==> config.mk <==
export PLATFORM = sky130hd
export DESIGN_NAME = bcd_seq_converter
export DESIGN_NICKNAME = d
export VERILOG_FILES = /design/src/rtl/bcd_pkg.sv /design/src/rtl/bcd_digit_adj.sv /design/src/rtl/bcd_seq_converter.sv
export SDC_FILE = /design/constraint.sdc
export NUM_CORES = 1
export LEC_CHECK = 0
export ABC_AREA = 1
export CAP_MARGIN = 15
export CORE_UTILIZATION = 49
export CTS_CLUSTER_SIZE = 12
export DETAILED_ROUTE_END_ITERATION = 12
export PLACE_DENSITY = 0.75
export SYNTH_ARGS = -nofsm -noshare
export SYNTH_HDL_FRONTEND = slang
export SYNTH_SLANG_ARGS = --single-unit
==> constraint.sdc <==
create_clock -name clk -period 2.3 [get_ports clk]
set_clock_uncertainty 0.2 [all_clocks]
set_input_delay 0.46 -clock clk [delete_from_list [all_inputs] [get_ports clk]]
set_output_delay 0.46 -clock clk [all_outputs]
set_load 0.02 [all_outputs]
==> src/rtl/bcd_pkg.sv <==
// Shared types and constants for the sequential binary-to-BCD converter.
package bcd_pkg;

  typedef enum logic [1:0] {
    IDLE,
    SHIFT,
    DONE
  } state_e;

  localparam int         BCD_DIGIT_W    = 4;
  localparam logic [3:0] BCD_ADJ_THRESH = 4'd5;
  localparam logic [3:0] BCD_ADJ_ADD    = 4'd3;

endpackage

==> src/rtl/bcd_digit_adj.sv <==
// Double-dabble digit correction: a digit of 5 or more gets +3 so that the
// following left shift carries correctly into the next decimal digit.
module bcd_digit_adj
  import bcd_pkg::*;
(
  input  logic [BCD_DIGIT_W-1:0] digit_in,
  output logic [BCD_DIGIT_W-1:0] digit_out
);

  always_comb begin
    digit_out = digit_in;
    if (digit_in >= BCD_ADJ_THRESH) begin
      digit_out = digit_in + BCD_ADJ_ADD;
    end
  end

endmodule

==> src/rtl/bcd_seq_converter.sv <==
// Iterative binary-to-BCD converter, one input bit per clock, with valid/ready
// handshakes, saturation on overflow and a leading-zero blanking mask.
module bcd_seq_converter
  import bcd_pkg::*;
#(
  parameter int IN_WIDTH = 16,
  parameter int DIGITS   = 5
) (
  input  logic                        clk,
  input  logic                        rst,
  input  logic                        in_valid,
  output logic                        in_ready,
  input  logic [IN_WIDTH-1:0]         in_bin,
  output logic                        out_valid,
  input  logic                        out_ready,
  output logic [BCD_DIGIT_W*DIGITS-1:0] out_bcd,
  output logic [DIGITS-1:0]           out_lz_mask,
  output logic                        overflow
);

  localparam int CNT_W = (IN_WIDTH > 1) ? $clog2(IN_WIDTH) : 1;
  localparam int ACC_W = BCD_DIGIT_W * DIGITS;

  state_e              state_q, state_d;
  logic [CNT_W-1:0]    cnt_q, cnt_d;
  logic [IN_WIDTH-1:0] shift_q, shift_d;
  logic [ACC_W-1:0]    acc_q, acc_d;
  logic                ovf_q, ovf_d;
  logic                in_ready_q, in_ready_d;
  logic                out_valid_q, out_valid_d;
  logic [ACC_W-1:0]    out_bcd_q, out_bcd_d;
  logic [DIGITS-1:0]   out_lz_q, out_lz_d;
  logic                overflow_q, overflow_d;

  logic [ACC_W-1:0]    acc_adj;
  logic [ACC_W-1:0]    acc_next;
  logic [IN_WIDTH-1:0] shift_next;
  logic                ovf_next;
  logic [DIGITS-1:0]   lz_mask;
  logic                zero_above;

  for (genvar g = 0; g < DIGITS; g++) begin : g_adj
    bcd_digit_adj u_adj (
      .digit_in (acc_q[g*BCD_DIGIT_W +: BCD_DIGIT_W]),
      .digit_out(acc_adj[g*BCD_DIGIT_W +: BCD_DIGIT_W])
    );
  end

  // A 1 falling off the top digit means the value no longer fits in DIGITS.
  always_comb begin
    acc_next   = {acc_adj[ACC_W-2:0], shift_q[IN_WIDTH-1]};
    shift_next = shift_q << 1;
    ovf_next   = ovf_q | acc_adj[ACC_W-1];
  end

  always_comb begin
    lz_mask    = '0;
    zero_above = 1'b1;
    for (int i = DIGITS - 1; i >= 1; i--) begin
      zero_above = zero_above & (acc_next[i*BCD_DIGIT_W +: BCD_DIGIT_W] == 4'd0);
      lz_mask[i] = zero_above;
    end
    if (ovf_next) begin
      lz_mask = '0;
    end
  end

  always_comb begin
    state_d     = state_q;
    cnt_d       = cnt_q;
    shift_d     = shift_q;
    acc_d       = acc_q;
    ovf_d       = ovf_q;
    in_ready_d  = in_ready_q;
    out_valid_d = out_valid_q;
    out_bcd_d   = out_bcd_q;
    out_lz_d    = out_lz_q;
    overflow_d  = overflow_q;
    case (state_q)
      IDLE: begin
        if (in_valid) begin
          shift_d    = in_bin;
          acc_d      = '0;
          ovf_d      = 1'b0;
          cnt_d      = CNT_W'(IN_WIDTH - 1);
          in_ready_d = 1'b0;
          state_d    = SHIFT;
        end
      end
      SHIFT: begin
        acc_d   = acc_next;
        shift_d = shift_next;
        ovf_d   = ovf_next;
        if (cnt_q == '0) begin
          out_valid_d = 1'b1;
          out_bcd_d   = ovf_next ? {DIGITS{4'h9}} : acc_next;
          out_lz_d    = lz_mask;
          overflow_d  = ovf_next;
          state_d     = DONE;
        end else begin
          cnt_d = cnt_q - 1'b1;
        end
      end
      DONE: begin
        if (out_ready) begin
          out_valid_d = 1'b0;
          in_ready_d  = 1'b1;
          state_d     = IDLE;
        end
      end
      default: begin
        state_d = IDLE;
      end
    endcase
  end

  always_ff @(posedge clk or posedge rst) begin
    if (rst) begin
      state_q     <= IDLE;
      cnt_q       <= '0;
      shift_q     <= '0;
      acc_q       <= '0;
      ovf_q       <= 1'b0;
      in_ready_q  <= 1'b1;
      out_valid_q <= 1'b0;
      out_bcd_q   <= '0;
      out_lz_q    <= '0;
      overflow_q  <= 1'b0;
    end else begin
      state_q     <= state_d;
      cnt_q       <= cnt_d;
      shift_q     <= shift_d;
      acc_q       <= acc_d;
      ovf_q       <= ovf_d;
      in_ready_q  <= in_ready_d;
      out_valid_q <= out_valid_d;
      out_bcd_q   <= out_bcd_d;
      out_lz_q    <= out_lz_d;
      overflow_q  <= overflow_d;
    end
  end

  assign in_ready    = in_ready_q;
  assign out_valid   = out_valid_q;
  assign out_bcd     = out_bcd_q;
  assign out_lz_mask = out_lz_q;
  assign overflow    = overflow_q;

endmodule

* Yosys cells after proc, flatten, opt, wreduce, memory -nomap -nowiden *
Cells that the tools add are included.
Widths: inputs -> output; s select.

word-level totals
  RAM bits = 0
  memories = 0
  bits in latches = 0
  register bits = 71
  output and inout bits = 28
  bits in read-only memories = 0
  logic and storage cells = 71
  bits of input ports = 20

cells by class
  $mul = 0
  eq/ne operators = 6
  shifts and indexed selects = 0
  bitwise gates (word level) = 4
  reduce and logical (&&, ||, !) cells = 15
  multiplexer cells = 25
  magnitude comparators = 5
  add/sub/neg operators = 6
  div/mod/pow operators = 0

operator list
  cell                 number
  $mux 20              2
  $pmux 20 s2          1
  $pmux 16 s2          1
  $mux 4               7
  $add 4x2->4 const B  5
  $ge 4x3->1 const B   5
  $logic_not 4->1      5
  $mux 16              1
  $reduce_and 3->1     4
  $ne 2x2->1 const B   4
  $pmux 4 s2           1
  $mux 2               3
  $pmux 1 s2           3
  $pmux 2 s3           1
  $reduce_bool 2->1    3
  $mux 5               1
  $mux 1               4
  $reduce_and 2->1     2
  $sub 4x1->4 const B  1
  $and 1x1->1          3
  $eq 2x1->1 const B   1
  $eq 2x2->1 const B   1
  $logic_not 2->1      1
  $or 1x1->1           1

* Depth between registers and ports, before layout *
Gate-level depths: netlist (run 1).

  word-level depth = 7
  depth in mapped cells = 12
  depth with buffers taken out = 12

* By module *
From an unflattened synthesis (run 1), not the netlist that was laid out.

unflattened totals
  cell total of the unflattened synthesis = 445
  area, all modules = 3677.3 um^2

modules (own cells, without submodules)
  module             cells each  area each (um^2)  times used  sequential area each (um^2)
  bcd_seq_converter  330         3001.6            1           1752.9
  bcd_digit_adj      23          135.1             5           0.0

* Worst setup path before layout (run 1) *
OpenSTA, ideal clock, no wires.

  path type = reg-to-reg
  start point = register acc_q[16]
  end point = register out_bcd_q[0] (netlist: out_bcd[0])
  cell stages (with the launch flop) = 12
  period minus slack after synthesis = 1.664 ns
  setup slack = 0.636 ns
  path buffers = 0
  data required time = 1.983 ns
  arrival = 1.347 ns
  cell sequence = dfrtp_1 inv_1 ha_1 inv_1 nand2_1 nand2_1 nand3_2 nand3_2 inv_2 nand3_1 o21ai_1 inv_2

on the way
  longest elaborated chain between the ends = 4
  elaborated cells between the ends (all ways) = 5
  classes of those cells = add/sub (1); order compare (1); mux (2); bitwise (1)

ends and longest elaborated chain
  what                                       RTL line                                  RTL
  start, declared                            bcd_seq_converter.sv:27                   logic [ACC_W-1:0] acc_q, acc_d;
  start signal, assigned                     bcd_seq_converter.sv:122                  acc_q <= '0;
  start signal, assigned                     bcd_seq_converter.sv:133                  acc_q <= acc_d;
  $add 4x2->4 or $ge 4x3->1 (tied branches)  bcd_digit_adj.sv:13, bcd_digit_adj.sv:12
  $mux 4 *                                   bcd_digit_adj.sv:12                       if (digit_in >= BCD_ADJ_THRESH) begin
  $or 1x1->1 *                               bcd_seq_converter.sv:53                   ovf_next = ovf_q | acc_adj[ACC_W-1];
  $mux 20 *                                  bcd_seq_converter.sv:96                   out_bcd_d = ovf_next ? {DIGITS{4'h9}} : acc_next;
  end signal, assigned                       bcd_seq_converter.sv:137                  out_bcd_q <= out_bcd_d;
  end, declared                              bcd_seq_converter.sv:31                   logic [ACC_W-1:0] out_bcd_q, out_bcd_d;

Mark *: on every way between the ends. The rest lies on a longest branch, timed or not.
A chain may end at the register's enable or synchronous reset.

* Worst setup path after layout (run 1) *
  start point = register in_ready_q (netlist: in_ready)
  end point = output in_ready

RTL lines
  what                    RTL line                  RTL
  start, declared         bcd_seq_converter.sv:29   logic in_ready_q, in_ready_d;
  start signal, assigned  bcd_seq_converter.sv:135  in_ready_q <= in_ready_d;
  end, declared           bcd_seq_converter.sv:12   output logic in_ready,

No word-level cell between the ends.

==> qor.yml, run 1 <==
clock_tree:
  cts_root_buf: "clkbuf_8"
  clk_pin_slew_ns: 0.07
  cts_buffers: 9
  htree_levels: 3
  cts_resized: 0
  clock_sinks: 70
  worstSkewPairLatency_ns: 0.34
  cts_buffer_depth: 2
  postCtsSetupBuffers: 0
  cts-hold-fix-buffers: 0
  cts_tree: "done"
critical_path:
  endpoint_kind: "primary output"
  crit_type: "reg -> out"
  path_delay_family: "buffers and inverters"
  crit_start: "in_ready"
  worstSetupStartpointType: "register"
  cp.arrival_ns: 1.47
  crit_chain: "clkdlybuf4s50_1"
  crit_buf_inv: 1
  cp_slowest_stage_delay_ns: 0.59
  timing.rr.start: "cnt_q[0]"
  cp_data_required_time_ns: 1.64
  worstPathMaxFanout: 2
  crit_path_top_delay_cell: "clkdlybuf4s50_1"
cells_and_area:
  fillers: 603
  fin_util_pct: 61.91
  antennaDiodeCount: 0
  stdcell_count: 563
  syn2layout_area_growth_pct: 21.18
  layout-drive-gt1-share_pct: 10.71
  nNetsFinal: 493
grt:
  antenna_found_initial: 0
  grt_pass1_vias: 2790
  grt_pass1_wl_um: 12460
  grtUsageTotal_pct: 21.61
  grt_overflow: 0
  grt_max_degree: 52
sta:
  final.setup.tns_ns: 0
  rsz0062_at_grt: "no"
  setup_viol: 0
  hold_slack_ns: 0.2329
  clock.fmax_mhz: 469.0
  maxSlewViolCount: 0
  min_period_over_period_pct: 92.70
  period_minus_slack_ns: 2.132
  hold_viol: 0
min_path:
  holdCritPathClass: "in -> async"
routing:
  wl_um: 7169
  avgViaCountPerCell: 5.156
  drc_errors: 0
  drt_first_iter_violations: 191
  vias: 2903
  wl_per_cell_um: 12.73
  dr.pass1.iters: 4
  drtAntennaViolNets: 0
synth:
  synth_area_leaders: "dfrtp_1, nand2_1, inv_1"
  synth-compound-area-share_pct: 15.65
  synth_edf_count: 0
  synth_xor_area_share_pct: 0.2496
  yosys.area_share.simple_pct: 19.75
  async_reset_ff_share_pct: 100.0
  synth_nets: 445
  synth_common_cells: "nand2_1, dfrtp_1, inv_1, o21ai_1, nor2_1"
  synth_top_area_cell: "dfrtp_1"
  synthAdderAreaFrac_pct: 3.922
  yosysUniqueCellTypes: 34
  ys_ff_latch: 70
  postSynthCellCount: 414
  syn_area_per_cell_um2: 8.477
  synth_top_family_by_area: "simple AND/OR/NAND/NOR gates"
  synth.most_common_cell: "nand2_1"
  syn_area_um2: 3510
  synthMuxAreaShare_pct: 0
  ys.flop_type: "dfrtp_1"
  yosysWarnings: 0
  synth_top_area_share_pct: 49.20
  yosysSeqAreaShare_pct: 49.95
floorplanning:
  die_w_um: 86.63
  io_pins: 48
  dieArea_um2: 7505
  num_rows: 30
  die_h_um: 86.63
  start_util_pct: 51.09
  coreArea_um2: 6869
placed_design:
  place_congestion: 0.8614
  dp.cells: 547
  io_buffers: 46
  post-dp-hpwl_um: 5013
power_and_ir_drop:
  p_leak_nw: 2.088
  powerDensity_nw_per_um2: 1499
  vdd_drop_max_v: 0.0006730
run_status:
  status: "complete, no violations"
run:
  cap_violations: 0
state kept, by name, summed over array words and instances, names as in the netlist, 2 cells and up:
| signal | count |
|---|---|
| acc_q | 20 |
| state_q | 2 |
| shift_q | 16 |
| out_bcd | 20 |
| cnt_q | 4 |
| out_lz_mask | 4 |
final timing paths:
path / endpoint / slack (ns) / depth (start not counted)
hold / removal: cnt_q[3] / 0.23 / 2
min in group clk: in_ready / 0.27 / 2
hold reg to reg: in_ready / 0.27 / 2
max in group asynchronous: in_ready / 1.11 / 3
setup reg to reg: out_bcd[13] / 0.31 / 9
setup / recovery: in_ready / 0.17 / 1
layout make-up:
class                   count  area, um^2  area share (%)
clock buffers              12       155.1           3.648
clock inverters             4       45.04           1.059
inverters                  66       256.5           6.031
multi-input cells         263        1393           32.75
flip-flops and latches     70        1753           41.22
well taps                  96       120.1           2.824
repair buffers             52       530.5           12.47
per-stage QoR:
step                setup WS, ns  power, mW  area [um^2]
floorplan                 0.6363      4.474         3513
global placement          0.2164      5.259         4053
detailed placement        0.1444      5.371         4053
CTS                       0.1535      6.400         4253
global route              0.1190      6.951         4253
finish                    0.1679      6.373         4253
metal layers:
layer | wire (um) | up-vias | track usage [%]
li1 | - | 1455 | -
met1 | 3401 | 1375 | 28.64
met2 | 3393 | 66 | 35.14
met3 | 274 | 7 | 3.429
met4 | 100 | 0 | 9.697
met5 | 0 | - | 0
where the power goes:
part | total, mW | internal (mW) | switching, mW
Sequential | 2.09 | 1.80 | 0.293
Combinational | 3.28 | 1.26 | 2.02
Clock | 1.00 | 0.555 | 0.446
logic make-up (layout without fill, tap and decap cells):
family,count (synthesis),in the layout
and+or+nand+nor,155,155
AOI/OAI and AO/OA,95,95
buffers and inverters,81,134
DFF,70,70
adders and majority gates,11,11
other,1,1
xor gates and xnor gates,1,1
placed cells by master, fill, tap and decap left out, drive strengths merged, types with 3 or more instances in the layout:
cell and count:
dfrtp 69, o21ai 44, o22ai 16, clkdlybuf4s50 46
a31oi 4, o211ai 15, nand4 6, nor2 22
inv 65, nor3 4, nand2 102, buf 6
a21oi 12, clkinv 3, ha 11, clkbuf 12
nand3 19
Power figures use the tool's default switching activity.
==> inputs of run 2 (changes only) <==
--- a/config.mk
+++ b/config.mk
@@ -10,7 +10,9 @@
 export CORE_UTILIZATION = 49
 export CTS_CLUSTER_SIZE = 12
 export DETAILED_ROUTE_END_ITERATION = 12
+export GPL_ROUTABILITY_DRIVEN = 0
 export PLACE_DENSITY = 0.75
+export SKIP_LAST_GASP = 1
 export SYNTH_ARGS = -nofsm -noshare
 export SYNTH_HDL_FRONTEND = slang
 export SYNTH_SLANG_ARGS = --single-unit
==> results of run 2 <==
No change in the layout: final DEF, timing and power equal those of run 1.
